<file path="src/rtl/mul_div_unit.sv">
// Iterative RV32M multiply/divide unit: 32-step shift-add multiply and restoring
// divide on operand magnitudes, sign fixup at the end, one-cycle path for special divides.
//
// state | meaning
// IDLE  | waiting for start; result and dst_out hold the last completed op
// BUSY  | one multiply/divide iteration per clock, 32 in total
// DONE  | result valid, done (and wr_en if rd != 0) high for this cycle only
module mul_div_unit #(
   parameter int WIDTH = 32,
   parameter int CNT_W = 5
) (
   input  logic             clk,
   input  logic             rst,
   input  logic             start,
   input  logic [2:0]       funct3,
   input  logic [WIDTH-1:0] op_a,
   input  logic [WIDTH-1:0] op_b,
   input  logic [4:0]       dst_in,
   output logic             busy,
   output logic             done,
   output logic [WIDTH-1:0] result,
   output logic [4:0]       dst_out,
   output logic             wr_en
);

   localparam logic [1:0] IDLE = 2'd0;
   localparam logic [1:0] BUSY = 2'd1;
   localparam logic [1:0] DONE = 2'd2;

   logic [1:0]         state_q, state_d;
   logic [CNT_W-1:0]   cnt_q, cnt_d;
   logic [2:0]         func_q, func_d;
   logic               neg_a_q, neg_a_d;
   logic               neg_b_q, neg_b_d;
   logic [WIDTH-1:0]   mag_b_q, mag_b_d;
   logic [2*WIDTH-1:0] acc_q, acc_d;
   logic [WIDTH-1:0]   result_q, result_d;
   logic [4:0]         dst_q, dst_d;

   logic               in_is_div, in_a_sgn, in_b_sgn, in_neg_a, in_neg_b;
   logic [WIDTH-1:0]   in_mag_a, in_mag_b, fast_res;
   logic               div_by_zero, div_ovf;

   logic [WIDTH:0]     mul_sum;
   logic [2*WIDTH-1:0] mul_next;
   logic [WIDTH:0]     div_shift, div_rem;
   logic               div_ge;
   logic [2*WIDTH-1:0] div_next;
   logic [2*WIDTH-1:0] acc_step, prod_fix;
   logic [WIDTH-1:0]   quo, rem, final_res;

   // Operand decode for the request presented in IDLE.
   always_comb begin
      in_is_div   = funct3[2];
      in_a_sgn    = in_is_div ? ~funct3[0] : (funct3 == 3'b001 || funct3 == 3'b010);
      in_b_sgn    = in_is_div ? ~funct3[0] : (funct3 == 3'b001);
      in_neg_a    = in_a_sgn & op_a[WIDTH-1];
      in_neg_b    = in_b_sgn & op_b[WIDTH-1];
      in_mag_a    = in_neg_a ? -op_a : op_a;
      in_mag_b    = in_neg_b ? -op_b : op_b;
      div_by_zero = in_is_div && (op_b == '0);
      div_ovf     = in_is_div && !funct3[0] && (op_a == {1'b1, {(WIDTH-1){1'b0}}}) && (op_b == '1);
      // Overflow DIV returns the dividend itself (most-negative value).
      if (div_by_zero)
         fast_res = funct3[1] ? op_a : '1;
      else
         fast_res = funct3[1] ? '0 : op_a;
   end

   // acc_q is {product_hi, multiplier} for multiply and {remainder, dividend/quotient} for divide.
   always_comb begin
      mul_sum   = {1'b0, acc_q[2*WIDTH-1:WIDTH]} + (acc_q[0] ? {1'b0, mag_b_q} : '0);
      mul_next  = {mul_sum, acc_q[WIDTH-1:1]};
      div_shift = {acc_q[2*WIDTH-1:WIDTH], acc_q[WIDTH-1]};
      div_ge    = div_shift >= {1'b0, mag_b_q};
      div_rem   = div_ge ? (div_shift - {1'b0, mag_b_q}) : div_shift;
      div_next  = {div_rem[WIDTH-1:0], acc_q[WIDTH-2:0], div_ge};
      acc_step  = func_q[2] ? div_next : mul_next;

      prod_fix  = (neg_a_q ^ neg_b_q) ? -acc_step : acc_step;
      quo       = acc_step[WIDTH-1:0];
      rem       = acc_step[2*WIDTH-1:WIDTH];
      case (func_q)
         3'b000:         final_res = prod_fix[WIDTH-1:0];
         3'b100, 3'b101: final_res = (neg_a_q ^ neg_b_q) ? -quo : quo;
         3'b110, 3'b111: final_res = neg_a_q ? -rem : rem;
         default:        final_res = prod_fix[2*WIDTH-1:WIDTH];
      endcase
   end

   always_comb begin
      state_d  = state_q;
      cnt_d    = cnt_q;
      func_d   = func_q;
      neg_a_d  = neg_a_q;
      neg_b_d  = neg_b_q;
      mag_b_d  = mag_b_q;
      acc_d    = acc_q;
      result_d = result_q;
      dst_d    = dst_q;
      case (state_q)
         IDLE: begin
            if (start) begin
               func_d  = funct3;
               dst_d   = dst_in;
               neg_a_d = in_neg_a;
               neg_b_d = in_neg_b;
               mag_b_d = in_mag_b;
               acc_d   = {{WIDTH{1'b0}}, in_mag_a};
               cnt_d   = '0;
               if (div_by_zero || div_ovf) begin
                  state_d  = DONE;
                  result_d = fast_res;
               end else begin
                  state_d = BUSY;
               end
            end
         end
         BUSY: begin
            acc_d = acc_step;
            cnt_d = cnt_q + CNT_W'(1);
            if (cnt_q == CNT_W'(WIDTH-1)) begin
               state_d  = DONE;
               result_d = final_res;
            end
         end
         DONE:    state_d = IDLE;
         default: state_d = IDLE;
      endcase
   end

   always_ff @(posedge clk or posedge rst) begin
      if (rst) begin
         state_q  <= IDLE;
         cnt_q    <= '0;
         func_q   <= '0;
         neg_a_q  <= 1'b0;
         neg_b_q  <= 1'b0;
         mag_b_q  <= '0;
         acc_q    <= '0;
         result_q <= '0;
         dst_q    <= '0;
      end else begin
         state_q  <= state_d;
         cnt_q    <= cnt_d;
         func_q   <= func_d;
         neg_a_q  <= neg_a_d;
         neg_b_q  <= neg_b_d;
         mag_b_q  <= mag_b_d;
         acc_q    <= acc_d;
         result_q <= result_d;
         dst_q    <= dst_d;
      end
   end

   assign busy    = (state_q != IDLE);
   assign done    = (state_q == DONE);
   assign result  = result_q;
   assign dst_out = dst_q;
   assign wr_en   = done && (dst_q != 5'd0);

endmodule
</file>
<file path="config.mk">
export PLATFORM = sky130hd
export DESIGN_NAME = mul_div_unit
export DESIGN_NICKNAME = d
export VERILOG_FILES = /design/src/rtl/mul_div_unit.sv
export SDC_FILE = /design/constraint.sdc
export NUM_CORES = 1
export LEC_CHECK = 0
export CORE_MARGIN = 8
export CORE_UTILIZATION = 50
export CTS_BUF_LIST = sky130_fd_sc_hd__clkbuf_16
export DETAILED_ROUTE_END_ITERATION = 10
export GPL_TIMING_DRIVEN = 0
export PLACE_DENSITY = 0.73
export RECOVER_POWER = 50
export SLEW_MARGIN = 40
export SYNTH_ARGS = -nofsm -noshare
export SYNTH_HDL_FRONTEND = slang
export SYNTH_SLANG_ARGS = --single-unit
</file>
<file path="constraint.sdc">
create_clock -name clk -period 12 [get_ports clk]
set_input_delay 1.2 -clock clk [delete_from_list [all_inputs] [get_ports clk]]
set_output_delay 1.2 -clock clk [all_outputs]
set_load 0.05 [all_outputs]
</file>
==> qor.txt <==
Outcome: complete, but fails checks
Failing checks: max-capacitance violations, max-slew violations
Clock root buffer: clkbuf_16
Area leader, netlist: dfrtp_1
Vias/cell: 6.76
Commonest cells post-synth: 285 x nand2_1, 204 x o21ai_0, 178 x a21oi_1, 165 x nor2_1, 145 x dfrtp_1
Post-synth EDFFs: 0
P&R area growth vs syn: 14.7%
Clk Latency, worst-skew pair: 0.46 ns
Flops & latches, synth: 145
Hold-fix buffers, CTS: 0
Wire per inst: 25.7 um
Mapped Avg Cell Area: 7.32 um2
Multi-input gate area: 0.0109 mm2
Chip Height: 191 um
Final setup fails: 0
Die area: 0.0364 mm2
HPWL Detailed: 54400 um
Setup_tns: 0 ns
Worst Max-Slew Pin Slew: 4.45 ns
Clock sinks: 145
Final slew viol count: 148
Hold_sp: result[2]
Place WS: 5.92 ns
IO Count: 115
Initial DRT Pass Iterations: 5
Period utilization: 60.3%
Worst Path Max Fanout: 82
RSZ-0062 raised after global routing: false
H-tree depth: 4
Register area share after synthesis: 23.7%
Synth Net Count: 2238
Initial Util: 50.4%
CTS tree: built
Synth area leaders: dfrtp_1 24%, nand2_1 7.0%, o21ai_0 6.7%
Worst r2r src: mag_b_q[18]
TritonCTS buffer count: 17
Vias in the first global route: 16400
Max Freq: 138 MHz
Number of distinct library cells after synthesis: 83
WP data required: 11.50 ns
Max-cap violation count: 2
Die Span X: 191 um
First-pass GRT wire length: 101000 um
Remaining DRCs: 0
Final Cell Area: 0.0175 mm2
GRT Total Usage: 36.2%
Crit-path cells: dlygate4sd3_1 > clkinvlp_2 > clkbuf_1
Most frequent cell after synthesis: nand2_1
# port buffers: 113
# rows: 64
Post-CTS setup buffers: 0
GRT overflow: 0
Worst stage delay on the critical path: 3.21 ns
Initial antenna violation count: 2
Filler cells: 2944
Initial DRC count: 2265
Count of final hold-check violations: 0
Clk buf depth: 2
Final Skew: 0.0195 ns
Crit path buf inv count: 3
Routed Antenna Nets: 0
Synth Flop Type: dfrtp_1
Slowest CP cell: clkbuf_1
Crit path max-delay family: buffers and inverters
Kind of critical path: input port to asynchronous set/reset pin
Largest net degree at the start of global routing: 83
Setup ws final: 4.76 ns
Final min period: 7.24 ns
Post-synth ARST share: 100%
Rel. slew slack: -197%
Routability cong.: 1.02
YS warnings: 0
Placed Area: 0.0170 mm2
Crit. End Element: asynchronous set/reset pin
Share of cells above drive strength 1: 4.34%
Syn Inst Count: 2090
Post-synth top area share: 23.7%
Cts repair resizes: 0
Critical path origin: rst
Reg area: 0.00363 mm2
Clock Pin Slew Worst Setup and Hold Paths: 0.06 ns
Final wirelength: 67600 um
Synth Cell Area: 0.0153 mm2
Hold Crit Class: flip-flop to flip-flop
CP Launch Type: input port
Final nets: 2371
Core Box Area: 0.0303 mm2
Crit path DAT: 6.74 ns
Via count: 17800
==> kinds of logic after synthesis <==
family	count (synthesis)	synth area share (%)
simple gates	782	24.4
compound gates	686	28.5
buf+inv	199	5.18
xor+xnor	162	9.28
flops	145	23.7
fa+ha+maj	73	6.07
mux	43	2.85
==> per-layer routing <==
metal / up-vias / wire [um] / track usage [%]
met4: 0 / 2500 / 13.0
met2: 1180 / 28600 / 53.4
met5: - / 0 / 0
met1: 8554 / 28300 / 49.3
li1: 7911 / - / -
met3: 158 / 8240 / 10.9
==> stage by stage <==
step                instances  util, %  hold slack [ns]
floorplan                2090        -            0.449
global placement         2599     55.7            0.465
detailed placement       2600     55.9            0.471
CTS                      2632     57.8            0.486
global route             2632     57.8            0.526
finish                   2633     57.8            0.478
==> worst min-delay path, cell delays in order, from the launching register on <==
cell     delay [ns]
dfrtp_1        0.34
nand2_1        0.04
o21ai_0        0.06
==> cell usage in the layout (no fill, tap or decap), types with 20 or more instances in the layout <==
| cell | n |
|---|---|
| a211oi_1 | 27 |
| a21o_1 | 20 |
| a21oi_1 | 178 |
| a31oi_1 | 29 |
| and2_1 | 48 |
| buf_2 | 24 |
| clkbuf_1 | 91 |
| clkdlybuf4s50_1 | 97 |
| dfrtp_1 | 145 |
| ha_1 | 71 |
| inv_1 | 69 |
| mux2i_1 | 38 |
| nand2_1 | 285 |
| nand3_1 | 65 |
| nand4_1 | 39 |
| nor2_1 | 165 |
| nor3_1 | 51 |
| o211ai_1 | 25 |
| o21ai_0 | 204 |
| o221ai_1 | 38 |
| o22ai_1 | 23 |
| o31ai_1 | 22 |
| or3_1 | 21 |
| xnor2_1 | 73 |
| xor2_1 | 88 |
==> registers in the layout, indices dropped and copies added (netlist names) <==
| register | cells |
|---|---|
| acc_q | 64 |
| cnt_q | 5 |
| dst_out | 5 |
| func_q | 3 |
| mag_b_q | 32 |
| neg_a_q | 1 |
| neg_b_q | 1 |
| result | 32 |
| state_q | 2 |
==> worst paths after layout <==
path | end | slack, ns | depth (start not counted)
min in group asynchronous | cnt_q[3] | 2.05 | 2
max in group clk | result[30] | 5.57 | 21
worst min-delay path | result[2] | 0.48 | 2
worst max register to register | result[30] | 5.57 | 21
worst min register to register | result[2] | 0.48 | 2
worst max-delay path | acc_q[50] | 4.76 | 3
==> final cells by class <==
type | instances | area share [%]
Multi-Input combinational cell | 1746 | 62.2
Sequential cell | 145 | 20.7
Timing Repair Buffer | 114 | 6.47
Buffer | 129 | 3.03
Tap cell | 396 | 2.83
Clock buffer | 17 | 2.43
Inverter | 70 | 1.51
Clock inverter | 15 | 0.806
Antenna cell | 1 | 0.0143
Power is not shown: default switching activity piles up to over one toggle a cycle in this logic, so the estimate is an artifact.
